`src/rtl/hold_study_pkg.sv`:
```
`default_nettype none
// ============================================================================
// Package  : hold_study_pkg
// Brief    : Shared state encoding, default timing constants and counter
//            width helper for the hold-time stimulus generator.
// Revision : 1.0
// ============================================================================
package hold_study_pkg;

    typedef enum logic [2:0] {
        IDLE    = 3'd0,
        RST_DUT = 3'd1,
        SETUP   = 3'd2,
        EDGE    = 3'd3,
        SAMPLE  = 3'd4,
        DONE    = 3'd5
    } state_t;

    localparam int c_DEF_SKEW_MAX     = 63;
    localparam int c_DEF_SETUP_TICKS  = 8;
    localparam int c_DEF_SETTLE_TICKS = 80;

    function automatic int cnt_width(input int settle_ticks);
        return $clog2(settle_ticks + 1);
    endfunction

endpackage
`default_nettype wire

```
`src/rtl/hold_study_trial_timer.sv`:
```
`default_nettype none
// ============================================================================
// Module   : hold_study_trial_timer
// Brief    : Loadable up/down phase counter; direction is latched on load and
//            the counter parks once its terminal value is reached.
// Revision : 1.0
// ============================================================================
module hold_study_trial_timer
    import hold_study_pkg::*;
#(
    parameter int CNT_W = cnt_width(c_DEF_SETTLE_TICKS)
) (
    input  logic             clk,
    input  logic             rst_n,
    input  logic             i_load,
    input  logic             i_load_up,
    input  logic [CNT_W-1:0] i_load_val,
    input  logic [CNT_W-1:0] i_limit,
    output logic [CNT_W-1:0] o_count,
    output logic             o_term
);

    logic [CNT_W-1:0] r_count;
    logic             r_up;
    logic             w_term;

    // Up mode ends at i_limit, down mode ends at zero.
    assign w_term = r_up ? (r_count == i_limit) : (r_count == '0);

    always_ff @(posedge clk or negedge rst_n) begin
        if (!rst_n) begin
            r_count <= '0;
            r_up    <= 1'b0;
        end else if (i_load) begin
            r_count <= i_load_val;
            r_up    <= i_load_up;
        end else if (!w_term) begin
            r_count <= r_up ? (r_count + CNT_W'(1)) : (r_count - CNT_W'(1));
        end
    end

    assign o_count = r_count;
    assign o_term  = w_term;

endmodule
`default_nettype wire

```
`src/rtl/hold_study_stim_gen.sv`:
```
`default_nettype none
// ============================================================================
// Module   : hold_study_stim_gen
// Brief    : Drives clock/data of a flop under test, sweeping the data hold
//            skew downward and reporting the minimum passing hold skew.
// Revision : 1.0
// ============================================================================
module hold_study_stim_gen
    import hold_study_pkg::*;
#(
    parameter int SKEW_MAX     = c_DEF_SKEW_MAX,
    parameter int SETUP_TICKS  = c_DEF_SETUP_TICKS,
    parameter int SETTLE_TICKS = c_DEF_SETTLE_TICKS,
    parameter int CNT_W        = cnt_width(SETTLE_TICKS)
) (
    input  logic             clk,
    input  logic             rst_n,
    input  logic             start,
    input  logic             q_dut,
    output logic             clk_dut,
    output logic             d_dut,
    output logic             rst_dut_n,
    output logic             busy,
    output logic             fin_test,
    output logic [CNT_W-1:0] hold_ticks,
    output logic             hold_valid,
    output logic [CNT_W-1:0] trial_skew
);

    if (SETTLE_TICKS <= SKEW_MAX) begin : g_chk_settle
        $error("hold_study_stim_gen: SETTLE_TICKS must exceed SKEW_MAX");
    end

    if (SETUP_TICKS < 1 || SETUP_TICKS > SETTLE_TICKS) begin : g_chk_setup
        $error("hold_study_stim_gen: SETUP_TICKS must lie in 1..SETTLE_TICKS");
    end

    localparam logic [CNT_W-1:0] c_SKEW_MAX    = CNT_W'(SKEW_MAX);
    localparam logic [CNT_W-1:0] c_SETUP_LOAD  = CNT_W'(SETUP_TICKS - 1);
    localparam logic [CNT_W-1:0] c_SETTLE_LAST = CNT_W'(SETTLE_TICKS - 1);

    state_t           r_state;
    logic [CNT_W-1:0] r_skew;
    logic [CNT_W-1:0] r_hold_ticks;
    logic             r_hold_valid;
    logic             r_fin;
    logic             r_busy;
    logic             r_clk_dut;
    logic             r_d_dut;
    logic             r_rst_dut_n;

    logic             w_load;
    logic             w_load_up;
    logic [CNT_W-1:0] w_load_val;
    logic [CNT_W-1:0] w_count;
    logic             w_term;
    logic [CNT_W:0]   w_edge_next;

    // SETUP counts down from SETUP_TICKS-1; EDGE counts up from 0.
    assign w_load      = (r_state == RST_DUT) || ((r_state == SETUP) && w_term);
    assign w_load_up   = (r_state == SETUP);
    assign w_load_val  = (r_state == SETUP) ? '0 : c_SETUP_LOAD;
    assign w_edge_next = {1'b0, w_count} + (CNT_W+1)'(1);

    hold_study_trial_timer #(
        .CNT_W (CNT_W)
    ) u_timer (
        .clk        (clk),
        .rst_n      (rst_n),
        .i_load     (w_load),
        .i_load_up  (w_load_up),
        .i_load_val (w_load_val),
        .i_limit    (c_SETTLE_LAST),
        .o_count    (w_count),
        .o_term     (w_term)
    );

    // Outputs are registered alongside the state, so each reflects the state being entered.
    always_ff @(posedge clk or negedge rst_n) begin
        if (!rst_n) begin
            r_state      <= IDLE;
            r_skew       <= '0;
            r_hold_ticks <= '0;
            r_hold_valid <= 1'b0;
            r_fin        <= 1'b0;
            r_busy       <= 1'b0;
            r_clk_dut    <= 1'b0;
            r_d_dut      <= 1'b0;
            r_rst_dut_n  <= 1'b1;
        end else begin
            case (r_state)
                IDLE, DONE: begin
                    if (start) begin
                        r_state      <= RST_DUT;
                        r_skew       <= c_SKEW_MAX;
                        r_hold_ticks <= '0;
                        r_hold_valid <= 1'b0;
                        r_fin        <= 1'b0;
                        r_busy       <= 1'b1;
                        r_rst_dut_n  <= 1'b0;
                        r_clk_dut    <= 1'b0;
                        r_d_dut      <= 1'b0;
                    end
                end
                RST_DUT: begin
                    r_state     <= SETUP;
                    r_rst_dut_n <= 1'b1;
                    r_d_dut     <= 1'b1;
                end
                SETUP: begin
                    if (w_term) begin
                        r_state   <= EDGE;
                        r_clk_dut <= 1'b1;
                        r_d_dut   <= (r_skew != '0);
                    end
                end
                EDGE: begin
                    if (w_term) begin
                        r_state   <= SAMPLE;
                        r_clk_dut <= 1'b0;
                        r_d_dut   <= 1'b0;
                    end else begin
                        r_d_dut <= (w_edge_next < {1'b0, r_skew});
                    end
                end
                SAMPLE: begin
                    if (q_dut && (r_skew != '0)) begin
                        r_skew      <= r_skew - CNT_W'(1);
                        r_state     <= RST_DUT;
                        r_rst_dut_n <= 1'b0;
                    end else begin
                        r_state <= DONE;
                        r_fin   <= 1'b1;
                        r_busy  <= 1'b0;
                        if (q_dut) begin
                            r_hold_ticks <= '0;
                            r_hold_valid <= 1'b1;
                        end else if (r_skew == c_SKEW_MAX) begin
                            r_hold_ticks <= c_SKEW_MAX;
                            r_hold_valid <= 1'b0;
                        end else begin
                            r_hold_ticks <= r_skew + CNT_W'(1);
                            r_hold_valid <= 1'b1;
                        end
                    end
                end
                default: begin
                    r_state <= IDLE;
                    r_busy  <= 1'b0;
                end
            endcase
        end
    end

    assign clk_dut    = r_clk_dut;
    assign d_dut      = r_d_dut;
    assign rst_dut_n  = r_rst_dut_n;
    assign busy       = r_busy;
    assign fin_test   = r_fin;
    assign hold_ticks = r_hold_ticks;
    assign hold_valid = r_hold_valid;
    assign trial_skew = r_skew;

endmodule
`default_nettype wire

```
`config.mk`:
```
export PLATFORM = sky130hd
export DESIGN_NAME = hold_study_stim_gen
export DESIGN_NICKNAME = d
export VERILOG_FILES = /design/src/rtl/hold_study_pkg.sv /design/src/rtl/hold_study_trial_timer.sv /design/src/rtl/hold_study_stim_gen.sv
export SDC_FILE = /design/constraint.sdc
export NUM_CORES = 1
export LEC_CHECK = 0
export CAP_MARGIN = 20
export CORE_MARGIN = 2
export CORE_UTILIZATION = 32
export CTS_BUF_LIST = sky130_fd_sc_hd__clkbuf_8
export DETAILED_ROUTE_END_ITERATION = 16
export GPL_TIMING_DRIVEN = 0
export SLEW_MARGIN = 30
export SYNTH_ARGS = -nofsm -noshare
export SYNTH_HDL_FRONTEND = slang
export SYNTH_HIERARCHICAL = 1
export SYNTH_SLANG_ARGS = --single-unit
export TNS_END_PERCENT = 50
```
`constraint.sdc`:
```
create_clock -name clk -period 2.3 [get_ports clk]
set_clock_uncertainty 0.1 [all_clocks]
set_input_delay 0.575 -clock clk [delete_from_list [all_inputs] [get_ports clk]]
set_output_delay 0.575 -clock clk [all_outputs]
set_load 0.02 [all_outputs]
```
Yosys cells after proc, flatten, opt, wreduce, memory -nomap -nowiden
Index checks and enable logic that the tools add are counted.
- flip-flop bits (word level): 31
- output and inout bits: 20
- logic and storage cells: 86
- $add $sub $neg: 5
- bitwise operators: 1
- reductions and logical operators: 19
- $lt $le $gt $ge: 1
- eq/ne operators: 13
- multiplexer cells: 36
- operators with widths (cell ; count):
    $mux 7 ; 9
    $pmux 7 s2 ; 2
    $reduce_and 3->1 ; 6
    $mux 3 ; 5
    $pmux 3 s5 ; 1
    $add 7x1->7 const B ; 2
    $sub 7x1->7 const B ; 2
    $mux 1 ; 13
    $ne 2x2->1 const B ; 5
    $pmux 1 s3 ; 3
    $add 7x1->8 const B ; 1
    $lt 8x7->1 ; 1
    $eq 7x6->1 const B ; 1
    $eq 7x7->1 const B ; 1
    $logic_not 7->1 ; 1
    $reduce_bool 7->1 ; 1
    $eq 3x2->1 const B ; 2
    $eq 3x3->1 const B ; 2
    $reduce_bool 3->1 ; 2
    $pmux 1 s2 ; 2
    $pmux 1 s4 ; 1
    $reduce_and 4->1 ; 1
    $reduce_bool 4->1 ; 1
    $eq 3x1->1 const B ; 1
    other kinds (8) ; 9

Depth between registers and ports, before layout
Gate-level depths: netlist of the first run.
- depth in word-level cells: 5
- mapped depth: 10

Cells and area by module
The synthesis of the first run kept the hierarchy.
- by module, submodules not included (module ; area an instance (um^2) ; sequential area each (um^2) ; cells an instance ; times used):
    hold_study_stim_gen ; 1564.0 ; 576.8 ; 177 ; 1
    hold_study_trial_timer ; 733.2 ; 200.2 ; 78 ; 1

Least setup slack after synthesis of the first run
No wires, ideal clock.
- kind: register -> register
- start point: register u_timer.r_count[1], in the netlist u_timer/o_count[1]
- end point: register u_timer.r_count[6], in the netlist u_timer/o_count[6]
- stages on the path, launching flop included: 10
- slack: -0.149 ns
- arrival time: 2.212 ns
- period minus slack after synthesis: 2.449 ns
- path buffers: 2
- required time: 2.063 ns
- library setup time: 0.137 ns
- cell sequence: dfrtp_1 xor2_1 nor4_4 nand4_4 nand2_1 nand3_1 a21oi_1 clkbuf_1 clkbuf_1 o221ai_2
- word-level cells in the longest chain between the ends: 5
- elaborated cells on any way between the ends: 11
- those cells by class: add/sub (2); eq/ne (2); mux (4); reduce/logical (3)
- ends and longest elaborated chain (item ; line ; source):
    start: declaration ; hold_study_trial_timer.sv:23 ; logic [CNT_W-1:0] r_count;
    start signal: assignment ; hold_study_trial_timer.sv:35 ; r_count <= i_load_val;
    start signal: assignment ; hold_study_trial_timer.sv:38 ; r_count <= r_up ? (r_count + CNT_W'(1)) : (r_count - CNT_W'(1));
    $eq 7x7->1 / $logic_not 7->1 (equally long branches) ; hold_study_trial_timer.sv:28 ; assign w_term = r_up ? (r_count == i_limit) : (r_count == '0);
    $mux 1 (*) ; hold_study_trial_timer.sv:28 ;
    net w_term ; hold_study_stim_gen.sv:56 ; logic w_term;
    $logic_and 1x1->1 (*) ; hold_study_stim_gen.sv:60 ; assign w_load = (r_state == RST_DUT) || ((r_state == SETUP) && w_term);
    $logic_or 1x1->1 (*) ; hold_study_stim_gen.sv:60 ;
    net w_load ; hold_study_stim_gen.sv:52 ; logic w_load;
    $ne 2x1->1 (no line) / $mux 7 (equally long branches) ; n/a ;
Mark *: on every way through the listed nets, which the timed path passes. The rest lies on a longest branch. The select of a mux whose other input is x is not followed.
A chain may end at the register's enable or synchronous reset.

Final worst setup path of the first run
- start point: register u_timer.r_count[0], in the netlist u_timer/o_count[0]
- end point: register u_timer.r_count[6], in the netlist u_timer/o_count[6]
- word-level cells in the longest chain between the ends: 5
- elaborated cells on any way between the ends: 11
- those cells by class: add/sub (2); eq/ne (2); mux (4); reduce/logical (3)
- ends and longest elaborated chain (item):
    parallel branches: the longest is 5 deep, another holds $sub 7x1->7
Parallel ways; which one is timed is not known. The select of a mux whose other input is x is not followed.

==> metrics.md, run 1 <==
| Metric | Value |
|---|---|
| Status | `completed` |
| Vias/cell | `4.85` |
| TNS Setup | `0 ps` |
| Initial antenna violation count | `0` |
| Top_reg_cell synth | `dfrtp_1` |
| Worst Path Required | `2370 ps` |
| FF+latch count, synth | `31` |
| Antenna Violating Nets Remaining | `0` |
| Die Span Y | `approximately 89 µm` |
| Peak supply drop | `689 µV` |
| CTS tree | `done` |
| Setup violations, final | `0` |
| Largest net degree at the start of global routing | `25` |
| Crit. End Element | `register` |
| Netlist Area Pre-Place | `about 2300 µm²` |
| Warnings from Yosys | `6` |
| Cell Rows | `30` |
| Vias in the first global route | `1807` |
| Worst EP arrival | `2280 ps` |
| Core area | `6870 µm²` |
| CTS sink count | `31` |
| DR iter-0 viols | `80` |
| Skew-Pair Late Insertion Delay | `290 ps` |
| Layout cell share with drive strength beyond 1 | `0.190` |
| GR Util All Layers | `0.148` |
| Drt pass-1 iters | `4` |
| Min Tclk post-route | `about 2200 ps` |
| Fillers | `698` |
| Crit path max fanout | `6` |
| Routed vias | `1970` |
| Number of synthesized flops with an enable pin | `0` |
| Kind of critical path | `register to register` |
| CTS root buffer | `clkbuf_8` |
| Syn avg cell area | `9.01 µm²` |
| Die Span X | `88.7 µm` |
| Post-DR wirelength/cell | `13.4 µm` |
| Max Root-Sink Buffers | `2` |
| Netlist cell types | `54` |
| # H-tree levels | `2` |
| Clock transition at path regs | `around 70 ps` |
| Final period utilization | `0.961` |
| Max-cap viol count | `0` |
| Pins Over Slew Limit | `0` |
| Hold_ws | `between 20 and 25 ps` |
| Power density over the cells | `1310 nW/µm²` |
| Starting Density | `0.334` |
| Final wirelength | `5420 µm` |
| TritonCTS buffer count | `5` |
| Seq/Total Area, Yosys | `0.338` |
| Highest achievable clock rate | `453 MHz` |
| GPL Wtd Cong | `0.754` |
| Syn Inst Count | `~260` |
| Worst hold path type | `input port to async pin` |
| Hpwl dp | `3770 µm` |
| First-pass GRT wire length | `8960 µm` |
| Leakage | `between 1 and 1.5 nW` |
| CTS hold repair buffers | `0` |
| # IOs | `24` |
| Ys async rst share | `1.00` |
| Critical Path Start Type | `register` |
| Final net count | `329` |
| Antenna cell count | `0` |
| Area of the die | `between 7000 and 8000 µm²` |
| Final hold violation count | `0` |
| DRC Markers | `0` |
| Grt ovf | `0` |
| PortBufs | `23` |
| Synthesis-to-layout area growth | `28.8%` |
[layout make-up]
type / count / area (µm²) / share of cell area
buffer: 10 / 76.3 / 0.0258
clock buffer: 6 / 82.6 / 0.0279
clock inverter: 2 / 8.76 / 0.00296
inverter: 14 / 56.3 / 0.0190
multi-input combinational: 209 / 1480 / 0.500
sequential: 31 / 786 / 0.266
tap: 96 / 120 / 0.0406
timing repair buffer: 38 / 350 / 0.118
[cells in the final DEF, fill, tap and decap left out, types with 4 or more instances in the layout]
master | netlist | routed
a21oi_1 | 24 | 24
a31oi_1 | 4 | 4
and3_1 | 7 | 7
buf_4 | 0 | 15
buf_6 | 4 | 4
clkbuf_8 | 0 | 6
clkdlybuf4s50_1 | 0 | 22
conb_1 | 2 | 11
dfrtp_1 | 30 | 23
dfrtp_2 | 0 | 7
ha_1 | 15 | 15
inv_1 | 14 | 14
nand2_1 | 26 | 24
nand2b_1 | 4 | 4
nand3_1 | 10 | 10
nor2_1 | 20 | 19
nor3_1 | 5 | 5
o211ai_1 | 6 | 6
o21ai_0 | 8 | 8
xnor2_1 | 13 | 13
xor2_1 | 11 | 11
[path summary, 6_finish.rpt]
check	endpoint	depth (start not counted)	startpoint	slack, ps
setup / recovery	u_timer/o_count[6]	8	u_timer/o_count[0]	90
hold / removal	hold_ticks[3]	1	rst_n	20
setup reg to reg	u_timer/o_count[6]	8	u_timer/o_count[0]	90
hold reg to reg	fin_test	2	fin_test	380
max in group asynchronous	rst_dut_n	2	rst_n	1600
min in group clk	fin_test	2	fin_test	380
[power breakdown]
| part | internal, mW | total [mW] | switching, mW |
|---|---|---|---|
| combinational | 1.18 | 2.41 | 1.24 |
| clock | 0.237 | 0.457 | 0.220 |
| sequential | 0.773 | 0.994 | 0.220 |
| total | 2.19 | 3.86 | 1.68 |
[through the flow]
stage | worst slack [ps] | cell area, µm² | power [mW] | util | cells
after detailed placement | -348 | 2700 | 3.25 | 0.393 | 384
after global routing | -19.8 | 2960 | 4.26 | 0.431 | 406
after global placement | -317 | 2680 | 3.21 | 0.391 | 383
after floorplan | 39.2 | 2330 | 2.68 | - | 264
final | 90.8 | 2960 | 3.86 | 0.431 | 406
after CTS | 13.9 | 2850 | 3.83 | 0.415 | 397
[cells in the mapped netlist, types with 4 or more instances]
master	count	area [µm²]
buf_6	4	45.0
clkbuf_1	5	18.8
nand2_1	26	97.6
nand3_1	10	50.1
o211ai_1	6	45.0
nand2b_1	4	25.0
and3_1	7	43.8
nor3_1	5	25.0
o21ai_0	8	40.0
nor2_1	20	75.1
a31oi_1	4	25.0
xnor2_1	13	114
a21oi_1	24	120
inv_1	14	52.6
xor2_1	11	96.3
dfrtp_1	30	751
ha_1	15	188
[per-layer routing]
| layer | track usage | wire [µm] |
|---|---|---|
| met2 | 0.246 | 2710 |
| met3 | 0.0336 | 177 |
| met4 | 0.0455 | 68 |
| met5 | 0 | 0 |
| met1 | 0.192 | 2470 |
[kinds of logic (layout without fill, tap and decap cells)]
kind of cell	Yosys count	in the layout	share of synthesized area
adders and majority gates	16	16	0.0904
buffers and inverters	24	70	0.0528
muxes	3	3	0.0131
xor gates and xnor gates	24	24	0.0915
DFF	31	31	0.338
AOI/OAI and AO/OA	68	68	0.203
other	2	11	0.00327
and+or+nand+nor	87	87	0.208
[critical path: stages, from the launching register on]
cell and delay, ps:
dfrtp_2 420, buf_4 160, buf_4 160, fa_1 460
a211oi_2 230, o21bai_1 100, a21oi_1 190, xnor2_1 160
o221ai_2 110
[registers in the layout (all words and copies together), names as in the netlist]
signal	count
busy	1
clk_dut	1
d_dut	1
fin_test	1
hold_ticks	7
hold_valid	1
r_state	3
rst_dut_n	1
trial_skew	7
u_timer/o_count	7
u_timer/r_up	1
[timing repair]
action / CTS / global route
gates resized for setup: 10 / 10
pin swaps: 1 / 3
setup endpoints to repair: 9 / 9
buffers inserted: 5 / 9
No activity file was read; power rests on OpenSTA's default activity.
==> run 2, diff against run 1 <==
--- a/config.mk
+++ b/config.mk
@@ -7,10 +7,11 @@
 export LEC_CHECK = 0
 export CAP_MARGIN = 20
 export CORE_MARGIN = 2
-export CORE_UTILIZATION = 32
+export CORE_UTILIZATION = 50
 export CTS_BUF_LIST = sky130_fd_sc_hd__clkbuf_8
 export DETAILED_ROUTE_END_ITERATION = 16
 export GPL_TIMING_DRIVEN = 0
+export PLACE_DENSITY = 0.75
 export SLEW_MARGIN = 30
 export SYNTH_ARGS = -nofsm -noshare
 export SYNTH_HDL_FRONTEND = slang
==> metrics.md, run 2 (same netlist as run 1, synthesis figures left out) <==
| Metric | Value |
|---|---|
| Starting Density | `0.524` |
| Antenna Violating Nets Remaining | `0` |
| Final hold violation count | `0` |
| Final wirelength | `5270 µm` |
| Hold_ws | `60.0 ps` |
| Max Root-Sink Buffers | `2` |
| Crit path max-delay cell type | `dfrtp_2` |
| Peak supply drop | `~770 µV` |
| Total area of sequential cells | `783 µm²` |
| Drt pass-1 iters | `5` |
| Worst Max-Slew Pin Slew | `~600 ps` |
| # H-tree levels | `2` |
| Hpwl dp | `3750 µm` |
| TritonCTS buffer count | `5` |
| Die Span Y | `~72 µm` |
| Critical Path Start Type | `register` |
| Setup violations, final | `0` |
| Skew-Pair Late Insertion Delay | `between 200 and 300 ps` |
| DRC Markers | `0` |
| Status | `completed` |
| Kind of critical path | `register to register` |
| Core area | `4380 µm²` |
| First-pass GRT wire length | `8940 µm` |
| Die Span X | `71.8 µm` |
| Vias/cell | `5.65` |
| CTS root buffer | `clkbuf_8` |
| Pwr Total | `3.92 mW` |
| Antenna cell count | `0` |
| Final core occ | `0.652` |
| Finished Layout Cells | `358` |
| Area of the multi-input gates | `~1500 µm²` |
| Max incr delay on CP | `460 ps` |
| Highest achievable clock rate | `457 MHz` |
| Area of the die | `5150 µm²` |
| Post-route cell area | `2860 µm²` |
| Largest net degree at the start of global routing | `22` |
| Routed vias | `2022` |
| Cell Rows | `24` |
| PortBufs | `23` |
| Min Tclk post-route | `roughly 2200 ps` |
| GR Util All Layers | `0.220` |
| Leakage | `1.32 nW` |
| Power density over the cells | `1370 nW/µm²` |
| Crit path max fanout | `6` |
| Clock transition at path regs | `70 ps` |
| DR iter-0 viols | `185` |
| Cells along the critical path | `buf_4, fa_1, a211oi_1, o21bai_1, a21oi_1, xnor2_1, o221ai_2` |
| Vias in the first global route | `between 1500 and 2000` |
| Worst Path Required | `about 2400 ps` |
| Worst EP arrival | `2250 ps` |
| Max-Slew Margin vs Limit | `0.607` |
| Initial antenna violation count | `0` |
| Final period utilization | `0.951` |
| Fillers | `381` |
| Crit. End Element | `register` |
| Most frequent cells in the layout | `nand2_1, dfrtp_1, a21oi_1` |
| CTS sink count | `31` |
| GPL Wtd Cong | `~0.77` |
| RSZ-0062 raised after global routing | `yes` |
| CTS hold repair buffers | `0` |
| Max-cap viol count | `0` |
| Layout cell share with drive strength beyond 1 | `0.160` |
| Cells after DPL | `340` |
| Final net count | `approximately 330` |
| Synthesis-to-layout area growth | `24.3%` |
| Grt ovf | `0` |
| Pins Over Slew Limit | `0` |
| CTS tree | `done` |
| Worst hold path type | `input port to async pin` |
| # IOs | `24` |
| Post-DR wirelength/cell | `14.7 µm` |
| Post-DP Area | `2650 µm²` |
[run 2: cell type report]
| class | count | share of cell area |
|---|---|---|
| well taps | 52 | 0.0228 |
| clock inverters | 1 | 0.00131 |
| inverters | 14 | 0.0184 |
| repair buffers | 34 | 0.115 |
| plain buffers | 10 | 0.0267 |
| clock buffers | 7 | 0.0337 |
| flip-flops and latches | 31 | 0.274 |
| multi-input cells | 209 | 0.508 |
[run 2: metal layers]
metal	routed length, µm	vias to the layer above	GRT usage
li1	-	1005	-
met4	57	0	0.0713
met2	2480	46	0.354
met3	211	5	0.0323
met1	2520	966	0.305
met5	0	-	0
[run 2: power by group]
part	internal [mW]	switching, mW	total, mW
registers	0.770	0.238	1.01
logic	1.18	1.26	2.44
clock network	0.269	0.207	0.476
total	2.22	1.70	3.92
[run 2: per-stage QoR]
| step | TNS [ps] | setup slack, ps |
|---|---|---|
| after floorplan | 0 | 39.2 |
| after global placement | -4140 | -262 |
| after detailed placement | -2550 | -341 |
| after CTS | 0 | 12.4 |
| after global routing | -42.0 | -30.6 |
| final | 0 | 112 |
[run 2: final timing paths]
path                               startpoint            endpoint  slack [ps]  depth (start not counted)
hold reg to reg                 hold_ticks[0]       hold_ticks[0]         380                          1
setup reg to reg           u_timer/o_count[0]  u_timer/o_count[6]         110                          7
max in group asynchronous               rst_n  u_timer/o_count[0]        1620                          2
setup / recovery           u_timer/o_count[0]  u_timer/o_count[6]         110                          7
hold / removal                          rst_n             clk_dut          60                          1
min in group clk                hold_ticks[0]       hold_ticks[0]         380                          1
[run 2: worst max-delay path, delay by kind of cell (launching register included)]
kind / cells / cell delay (ps)
AOI/OAI and AO/OA: 4 / 720
DFF: 1 / 460
adders and majority gates: 1 / 460
xor gates and xnor gates: 1 / 180
buffers and inverters: 1 / 150
[run 2: what timing repair did]
item / 4_1_cts / 5_1_grt
setup buffers: 1 / 9
resized for setup: 7 / 8
setup endpoints to repair: 9 / 10
pin swaps: 1 / 2
gates cloned: 0 / 0
==> run 3, diff against run 2 <==
--- a/config.mk
+++ b/config.mk
@@ -6,7 +6,7 @@
 export NUM_CORES = 1
 export LEC_CHECK = 0
 export CAP_MARGIN = 20
-export CORE_MARGIN = 2
+export CORE_MARGIN = 1
 export CORE_UTILIZATION = 50
 export CTS_BUF_LIST = sky130_fd_sc_hd__clkbuf_8
 export DETAILED_ROUTE_END_ITERATION = 16
==> metrics.md, run 3 (same netlist as run 1, synthesis figures left out) <==
| Metric | Value |
|---|---|
| Layout cell share with drive strength beyond 1 | `0.176` |
| Die Span Y | `69.8 µm` |
| Min Tclk post-route | `2180 ps` |
| Die Span X | `69.8 µm` |
| Post-DR wirelength/cell | `14.0 µm` |
| Most frequent cells in the layout | `nand2_1, dfrtp_1, a21oi_1` |
| DRC Markers | `0` |
| First-pass GRT wire length | `8340 µm` |
| Routing usage on met1 | `0.294` |
| Final wirelength | `5030 µm` |
| GR Util met3 | `0.0523` |
| Kind of critical path | `register to register` |
| Setup violations, final | `0` |
| Max-cap viol count | `0` |
| Pins Over Slew Limit | `0` |
| Post-route cell area | `between 2000 and 3000 µm²` |
| Antenna Violating Nets Remaining | `0` |
| Fillers | `364` |
| Hold_ws | `60.5 ps` |
| Worst EP arrival | `2240 ps` |
| Starting Density | `0.524` |
| Status | `completed` |
| RSZ-0062 raised after global routing | `no` |
| CTS hold repair buffers | `0` |
| Crit path max fanout | `10` |
| Leakage | `1.33 nW` |
| GPL Wtd Cong | `0.770` |
| Final net count | `326` |
| Max incr delay on CP | `a little under 500 ps` |
| Antenna cell count | `0` |
| Skew-Pair Late Insertion Delay | `290 ps` |
| Final hold violation count | `0` |
| DR iter-0 viols | `94` |
| Highest achievable clock rate | `~460 MHz` |
| GR Util All Layers | `0.213` |
| Met2 Use GR | `0.324` |
| Post-DP Area | `between 2000 and 3000 µm²` |
| Reg2reg start | `u_timer/o_count[5]` |
| Routed vias | `between 1500 and 2000` |
| TritonCTS buffer count | `5` |
| # H-tree levels | `2` |
| Cell Rows | `24` |
| Critical Path Sink | `u_timer/o_count[0]` |
| CTS root buffer | `clkbuf_8` |
| Hpwl dp | `3700 µm` |
| Total area of sequential cells | `783 µm²` |
| Area of the multi-input gates | `1460 µm²` |
| Crit path buffers/inverters | `1` |
| Critical Path Start Type | `register` |
| Max Root-Sink Buffers | `2` |
| Pwr Total | `3.99 mW` |
| Vias in the first global route | `about 1800` |
| R2R cell count | `9` |
| Clock transition at path regs | `70 ps` |
| Peak supply drop | `915 µV` |
| PortBufs | `23` |
| Core area | `4380 µm²` |
| Reg2reg end | `u_timer/o_count[0]` |
| CTS sink count | `31` |
| Crit path from | `u_timer/o_count[5]` |
| Crit path max-delay cell type | `dfrtp_1` |
| Crit. End Element | `register` |
| Grt peak-use layer | `met2` |
| Cells along the critical path | `xor2_1, nor2_2, nand4_4, nand2_4, nand3_1, a21oi_1, clkbuf_4, nand3b_2, o221ai_1` |
| CTS tree | `done` |
| Grt ovf | `0` |
| Initial antenna violation count | `0` |
| Vias/cell | `5.56` |
| Power density over the cells | `about 1400 nW/µm²` |
| Worst Path Required | `between 2000 and 2500 ps` |
| Reg2Reg Setup Slack | `120 ps` |
| Drt pass-1 iters | `4` |
| Final period utilization | `0.948` |
| Largest delay share family, worst path | `simple AND/OR/NAND/NOR gates` |
| CP Depth | `9` |
| Area of the die | `4870 µm²` |
| Synthesis-to-layout area growth | `25.7%` |
| Largest net degree at the start of global routing | `22` |
| Worst hold path type | `input port to async pin` |
| # IOs | `24` |
[run 3: final cells by class]
type | instances | area share
repair buffers | 35 | 0.116
well taps | 52 | 0.0225
plain buffers | 10 | 0.0256
flip-flops and latches | 31 | 0.271
clock buffers | 6 | 0.0286
clock inverters | 2 | 0.0121
multi-input cells | 209 | 0.506
inverters | 14 | 0.0182
[run 3: what timing repair did]
item                       4_1_cts  5_1_grt
buffers inserted                 1       10
pin swaps                        1        2
setup endpoints to repair        8       10
gates resized for setup          7        8
[run 3: through the flow]
stage | util | std cells | setup TNS [ps] | setup slack [ps]
2_1_floorplan | - | 264 | 0 | 39.2
3_3_place_gp | 0.600 | 339 | -3900 | -254
3_5_place_dp | 0.605 | 340 | -2120 | -284
4_1_cts | 0.637 | 349 | 0 | 39.8
5_1_grt | 0.659 | 359 | 0 | 3.09
6_report | 0.659 | 359 | 0 | 119
[run 3: how the worst min path moves through the flow]
stage	start	to	cells after the start
after floorplan	rst_n	busy	0
after global placement	hold_ticks[5]	hold_ticks[5]	1
after detailed placement	hold_ticks[0]	hold_ticks[0]	1
after CTS	rst_n	hold_valid	1
after global routing	rst_n	fin_test	1
final	rst_n	fin_test	1
[run 3: worst register-to-register path: cells and delay by family (launching register included)]
family,cells,cell delay (ps)
xor gates and xnor gates,1,220
AOI/OAI and AO/OA,2,280
buffers and inverters,1,220
and+or+nand+nor,5,750
DFF,1,490
[run 3: power by group]
part	internal, mW	switching [mW]	leakage (nW)	total (mW)
clock	0.350	0.208	0.0612	0.558
combinational	1.18	1.24	0.905	2.42
sequential	0.770	0.242	0.364	1.01
total	2.30	1.69	1.33	3.99
[run 3: metal layers]
layer  vias up  part of all wire
li1        997                 -
met1       940              0.48
met2        52              0.46
met3         6             0.045
met4         0             0.014
met5         -                 0
